`config.mk`:
```
export PLATFORM = sky130hd
export DESIGN_NAME = ai_target_select
export DESIGN_NICKNAME = d
export VERILOG_FILES = /design/src/rtl/ai_target_select.sv
export SDC_FILE = /design/constraint.sdc
export NUM_CORES = 1
export LEC_CHECK = 0
export ABC_AREA = 1
export CAP_MARGIN = 10
export CORE_AREA = 2 2 281 283
export CTS_CLUSTER_SIZE = 40
export DETAILED_ROUTE_END_ITERATION = 16
export DIE_AREA = 0 0 283 285
export HOLD_SLACK_MARGIN = 0.08
export PLACE_DENSITY = 0.5
export SYNTH_ARGS = -nofsm -noshare
export SYNTH_HDL_FRONTEND = slang
export SYNTH_SLANG_ARGS = --single-unit
```
`constraint.sdc`:
```
create_clock -name clk -period 5.95 [get_ports clk]
set_input_delay 1.19 -clock clk [delete_from_list [all_inputs] [get_ports clk]]
set_output_delay 1.19 -clock clk [all_outputs]
set_load 0.01 [all_outputs]
```
`src/rtl/ai_target_select.sv`:
```
// ai_target_select: scans the 10x10 density map one cell per clock, keeps the
// densest unfired cell overall and the densest unfired checkerboard cell, and
// returns the chosen shot over a valid/ready handshake.
module ai_target_select #(
  parameter int unsigned CELLS = 100,
  parameter int unsigned DW    = 6
) (
  input  logic                  clk,
  input  logic                  rst_n,
  input  logic                  start,
  input  logic [CELLS*DW-1:0]   density,
  input  logic [CELLS-1:0]      fired,
  input  logic                  parity_en,
  output logic                  busy,
  output logic                  shot_valid,
  input  logic                  shot_ready,
  output logic [6:0]            shot_idx,
  output logic [3:0]            shot_row,
  output logic [3:0]            shot_col,
  output logic                  no_target
);

  localparam int unsigned IW       = 7;
  localparam int unsigned RW       = 4;
  localparam int unsigned COLS     = 10;
  localparam int unsigned LAST     = CELLS - 1;
  localparam int unsigned IDX_NONE = 127;
  localparam int unsigned RC_NONE  = 15;
  localparam int unsigned DBW      = $clog2(CELLS * DW);

  typedef enum logic [1:0] {IDLE, SCAN, HOLD} state_e;

  state_e          state_q, state_d;
  logic [IW-1:0]   idx_q, idx_d;
  logic [RW-1:0]   row_q, row_d, col_q, col_d;

  logic            a_vld_q, a_vld_d, p_vld_q, p_vld_d;
  logic [IW-1:0]   a_idx_q, a_idx_d, p_idx_q, p_idx_d;
  logic [RW-1:0]   a_row_q, a_row_d, p_row_q, p_row_d;
  logic [RW-1:0]   a_col_q, a_col_d, p_col_q, p_col_d;
  logic [DW-1:0]   a_den_q, a_den_d, p_den_q, p_den_d;

  logic            busy_q, busy_d, valid_q, valid_d, nt_q, nt_d;
  logic [IW-1:0]   sidx_q, sidx_d;
  logic [RW-1:0]   srow_q, srow_d, scol_q, scol_d;

  logic [DBW-1:0]  bit_base;
  logic [DW-1:0]   cur_den;
  logic            cur_elig, cur_par, take_a, take_p;

  // Evaluate the cell under the scan pointer against both running bests
  always_comb begin
    bit_base = DBW'(idx_q) * DBW'(DW);
    cur_den  = density[bit_base +: DW];
    cur_elig = !fired[idx_q];
    cur_par  = (row_q[0] == col_q[0]);
    take_a   = cur_elig && (!a_vld_q || (cur_den > a_den_q));
    take_p   = cur_elig && cur_par && (!p_vld_q || (cur_den > p_den_q));
  end

  // Next-state and output logic
  always_comb begin
    state_d = state_q;
    idx_d   = idx_q;
    row_d   = row_q;
    col_d   = col_q;
    a_vld_d = a_vld_q;
    a_idx_d = a_idx_q;
    a_row_d = a_row_q;
    a_col_d = a_col_q;
    a_den_d = a_den_q;
    p_vld_d = p_vld_q;
    p_idx_d = p_idx_q;
    p_row_d = p_row_q;
    p_col_d = p_col_q;
    p_den_d = p_den_q;
    busy_d  = busy_q;
    valid_d = valid_q;
    nt_d    = nt_q;
    sidx_d  = sidx_q;
    srow_d  = srow_q;
    scol_d  = scol_q;

    unique case (state_q)
      IDLE: begin
        if (start) begin
          state_d = SCAN;
          idx_d   = '0;
          row_d   = '0;
          col_d   = '0;
          a_vld_d = 1'b0;
          p_vld_d = 1'b0;
          busy_d  = 1'b1;
        end
      end
      SCAN: begin
        if (take_a) begin
          a_vld_d = 1'b1;
          a_idx_d = idx_q;
          a_row_d = row_q;
          a_col_d = col_q;
          a_den_d = cur_den;
        end
        if (take_p) begin
          p_vld_d = 1'b1;
          p_idx_d = idx_q;
          p_row_d = row_q;
          p_col_d = col_q;
          p_den_d = cur_den;
        end
        if (idx_q == IW'(LAST)) begin
          // Choose from the bests including the final cell just evaluated
          state_d = HOLD;
          valid_d = 1'b1;
          nt_d    = 1'b0;
          if (parity_en && p_vld_d) begin
            sidx_d = p_idx_d;
            srow_d = p_row_d;
            scol_d = p_col_d;
          end else if (a_vld_d) begin
            sidx_d = a_idx_d;
            srow_d = a_row_d;
            scol_d = a_col_d;
          end else begin
            nt_d   = 1'b1;
            sidx_d = IW'(IDX_NONE);
            srow_d = RW'(RC_NONE);
            scol_d = RW'(RC_NONE);
          end
        end else begin
          idx_d = idx_q + IW'(1);
          if (col_q == RW'(COLS - 1)) begin
            col_d = '0;
            row_d = row_q + RW'(1);
          end else begin
            col_d = col_q + RW'(1);
          end
        end
      end
      HOLD: begin
        if (valid_q && shot_ready) begin
          state_d = IDLE;
          valid_d = 1'b0;
          busy_d  = 1'b0;
        end
      end
      default: state_d = IDLE;
    endcase
  end

  // State and datapath registers
  always_ff @(posedge clk or negedge rst_n) begin
    if (!rst_n) begin
      state_q <= IDLE;
      idx_q   <= '0;
      row_q   <= '0;
      col_q   <= '0;
      a_vld_q <= 1'b0;
      a_idx_q <= '0;
      a_row_q <= '0;
      a_col_q <= '0;
      a_den_q <= '0;
      p_vld_q <= 1'b0;
      p_idx_q <= '0;
      p_row_q <= '0;
      p_col_q <= '0;
      p_den_q <= '0;
      busy_q  <= 1'b0;
      valid_q <= 1'b0;
      nt_q    <= 1'b0;
      sidx_q  <= '0;
      srow_q  <= '0;
      scol_q  <= '0;
    end else begin
      state_q <= state_d;
      idx_q   <= idx_d;
      row_q   <= row_d;
      col_q   <= col_d;
      a_vld_q <= a_vld_d;
      a_idx_q <= a_idx_d;
      a_row_q <= a_row_d;
      a_col_q <= a_col_d;
      a_den_q <= a_den_d;
      p_vld_q <= p_vld_d;
      p_idx_q <= p_idx_d;
      p_row_q <= p_row_d;
      p_col_q <= p_col_d;
      p_den_q <= p_den_d;
      busy_q  <= busy_d;
      valid_q <= valid_d;
      nt_q    <= nt_d;
      sidx_q  <= sidx_d;
      srow_q  <= srow_d;
      scol_q  <= scol_d;
    end
  end

  assign busy       = busy_q;
  assign shot_valid = valid_q;
  assign no_target  = nt_q;
  assign shot_idx   = sidx_q;
  assign shot_row   = srow_q;
  assign shot_col   = scol_q;

endmodule

```
==> impl_metrics.ini <==
[placement]
port_buffers = 722
dp_hpwl_mm = 65.3
gp_congestion = 0.921

[cts]
clockRootBuffer = clkbuf_16
cts-resized-gates = 0
cts_hold_buf = 0
cts_setup_buffers = 0
clk_pin_slew_ns = 0.06
cts_buffer_depth = 2
tritoncts.num_buffers = 9
cts_htree_levels = 3
clk_latency_ns = 0.34
clock_sinks = 79
tritoncts = yes

[synth]
yosysWarnings = 0
avgSynthCellArea_sq_um = 5.61
synth_top_area_share_pct = 18.6
ys.flop_type = dfrtp_1
synth-seq-cells = 79
netlist_area_sq_um = 10600
synth_adder_area_share_pct = 1.88
synthSimpleGateAreaFrac_pct = 36.4
synth_most_common_cell = nand2_1
synth_nets = 2616
synth_top_family_by_area = simple AND/OR/NAND/NOR gates
muxShareOfSynthArea_pct = 0
synthTopCellsByArea = dfrtp_1, o21ai_0, nand2_1
synth_enable_flop_cells = 0
synth_xor_area_share_pct = 0.0824
synth_compound_area_share_pct = 31.8
synth-seq-area-share_pct = 18.6
ys_types = 41
synth_top_area_cell = dfrtp_1
synth_commonest_cells = nand2_1, nor2_1, o21ai_0
synthCells = 1895
synthArstFlopShare_pct = 100

[final_layout]
nFillCells = 8892
fin_util_pct = 24.7
drive_gt1_share_pct = 3.97
syn_to_final_growth_pct = 81.0
final_net_count = 3238

[route]
wire_per_inst_um = 22.6
postRouteAntennaNets = 0
drtIter0Drc = 1135
via_per_inst = 4.43
dr.pass1.iters = 5
vias = 15900
drc = 0
drt-total-wl_mm = 80.9

[power_and_ir_drop]
power.internal_mw = 3.79
leakagePower_nw = 7.54
vdd_drop_max_mv = 0.689
p_switching_mw = 5.96
combPwrFrac_pct = 84.0
p_seq_share_pct = 10.5
power_frac_clock_pct = 5.5
powerDensity_nw_per_um2 = 507
switching_share_pct = 61.1

[sta]
setup_viol = 0
setup_tns_ns = 0
slew_headroom_pct = 40.3
hold_viol = 0
fmax_mhz = 200
finalCriticalPeriod_ns = 5.01
tightestPinTransition_ns = 0.895
slew_violations = 0
fin_crit_sh_pct = 84.1
grt_setup_unrepaired = false
fin_worst_skew_ns = 0.0102

[die]
start_util_pct = 13.6
ios = 723
core_sq_um = 78000
die_w_um = 283
rows = 103
dieArea_sq_um = 80700
dieHeight_um = 285

[setup_path]
crit_path_start_kind = input port
worstPathMaxFanout = 36
critPathCaptureType = register
path_cells = clkdlybuf4s50_1 > o21ai_0 > o22ai_1 > a21oi_1 > nand4_1 > nand3_1 > nand3_1 > inv_1 > a31oi_2 > ha_1 > nand2_1 > nor2_1 > o21ai_0 > o211ai_1 > nand2_1 > nand2_1 > nand4_4 > nor2_8 > nand2_1 > nand2_1
cp_slowest_cell = nor2_8
critPathMostFrequentCell = nand2_1
critPathArrivalTime_ns = 5.28
max_stage_delay_ns = 0.59
cp.required_ns = 6.22
crit_type = in2reg

[grt]
antenna_found_initial = 9
grt_overflow_total = 0
grt_pass1_vias = 16200
grt_max_degree = 112
grt_pass1_wl_mm = 115
grt_use_total_pct = 19.2

[run_status]
status = completed

[min_path]
min_path_type = reg2reg

[run]
maxCapViolations = 0
[cell families after synthesis]
group                      after synthesis
buffers and inverters                  262
DFF                                     79
xor gates and xnor gates                 1
and+or+nand+nor                        926
adders and majority gates               16
AOI/OAI and AO/OA                      611
[final timing paths]
check                                   from         end  slack (ns)  depth (start not counted)
worst max-delay path            density[563]  p_col_q[0]        0.94                         20
worst min-delay path               no_target   no_target        0.48                          2
worst max register to register      idx_q[0]  a_col_q[2]        1.00                         20
worst min register to register     no_target   no_target        0.48                          2
max in group asynchronous              rst_n    idx_q[0]        4.10                          2
min in group asynchronous              rst_n        busy        0.85                          1
[layout by cell type, fill, tap and decap left out, types with 5 or more instances in the layout]
master,Yosys,layout
buf_4,16,41
clkbuf_16,0,9
ha_1,16,16
nand4_1,38,38
a21oi_1,55,55
clkdlybuf4s50_1,0,721
nor3_1,6,6
a22o_1,12,12
a21oi_2,5,5
dfrtp_1,79,77
nand2_1,384,384
o22ai_1,152,152
inv_1,93,92
diode_2,0,6
nand3_1,124,124
o21a_1,5,5
nor2_4,2,5
o21ai_0,353,353
nor2_1,358,357
buf_12,0,12
o21ai_1,18,18
[flip-flops by register name, indices dropped and copies added (netlist names)]
signal      cells
a_idx_q         7
idx_q           7
p_idx_q         7
shot_idx        7
a_den_q         6
p_den_q         6
a_col_q         4
a_row_q         4
col_q           4
p_col_q         4
p_row_q         4
row_q           4
shot_col        4
shot_row        4
state_q         2
a_vld_q         1
busy            1
no_target       1
p_vld_q         1
shot_valid      1
[per-stage QoR]
step | instances | worst slack (ns) | hold WS, ns | area, sq um | power [mW]
floorplan | 1895 | 2.32 | 0.465 | 10600 | 5.97
global placement | 3556 | 0.391 | 0.470 | 18900 | 9.32
detailed placement | 3556 | 0.402 | 0.470 | 18900 | 9.32
CTS | 3572 | 0.719 | 0.487 | 19200 | 9.90
global route | 3575 | 0.405 | 0.522 | 19200 | 10.7
finish | 3578 | 0.945 | 0.485 | 19200 | 9.75
[critical path: cells and delay by family]
kind / cells / cell delay (ns)
buf+inv: 2 / 0.48
simple gates: 11 / 2.19
compound gates: 6 / 1.04
fa+ha+maj: 1 / 0.34
[power by group through the flow]
stage	clock [mW]	combinational, mW	sequential [mW]
floorplan	0	5.05	0.922
global placement	0	8.29	1.04
detailed placement	0	8.29	1.03
CTS	0.550	8.33	1.02
global route	0.574	9.07	1.05
finish	0.540	8.18	1.02
[cell type report]
type / instances / area (sq um) / share of cell area, %
clock buffer: 14 / 274 / 1.42
sequential: 79 / 1980 / 10.3
multi-input combinational: 1554 / 7480 / 38.9
antenna: 6 / 15.0 / 0.0781
inverter: 99 / 389 / 2.02
timing repair buffer: 774 / 7760 / 40.4
tap: 1050 / 1310 / 6.83
clock inverter: 2 / 15.0 / 0.0781
[routing by layer]
layer / routed length, um / up-vias / GRT usage (%)
met2: 39600 / 727 / 34.3
li1: - / 7717 / -
met1: 34800 / 7363 / 24.5
met4: 1640 / 4 / 4.00
met3: 4890 / 56 / 2.82
met5: 30 / - / 0
Note: power is estimated with default switching activity, not from simulation.
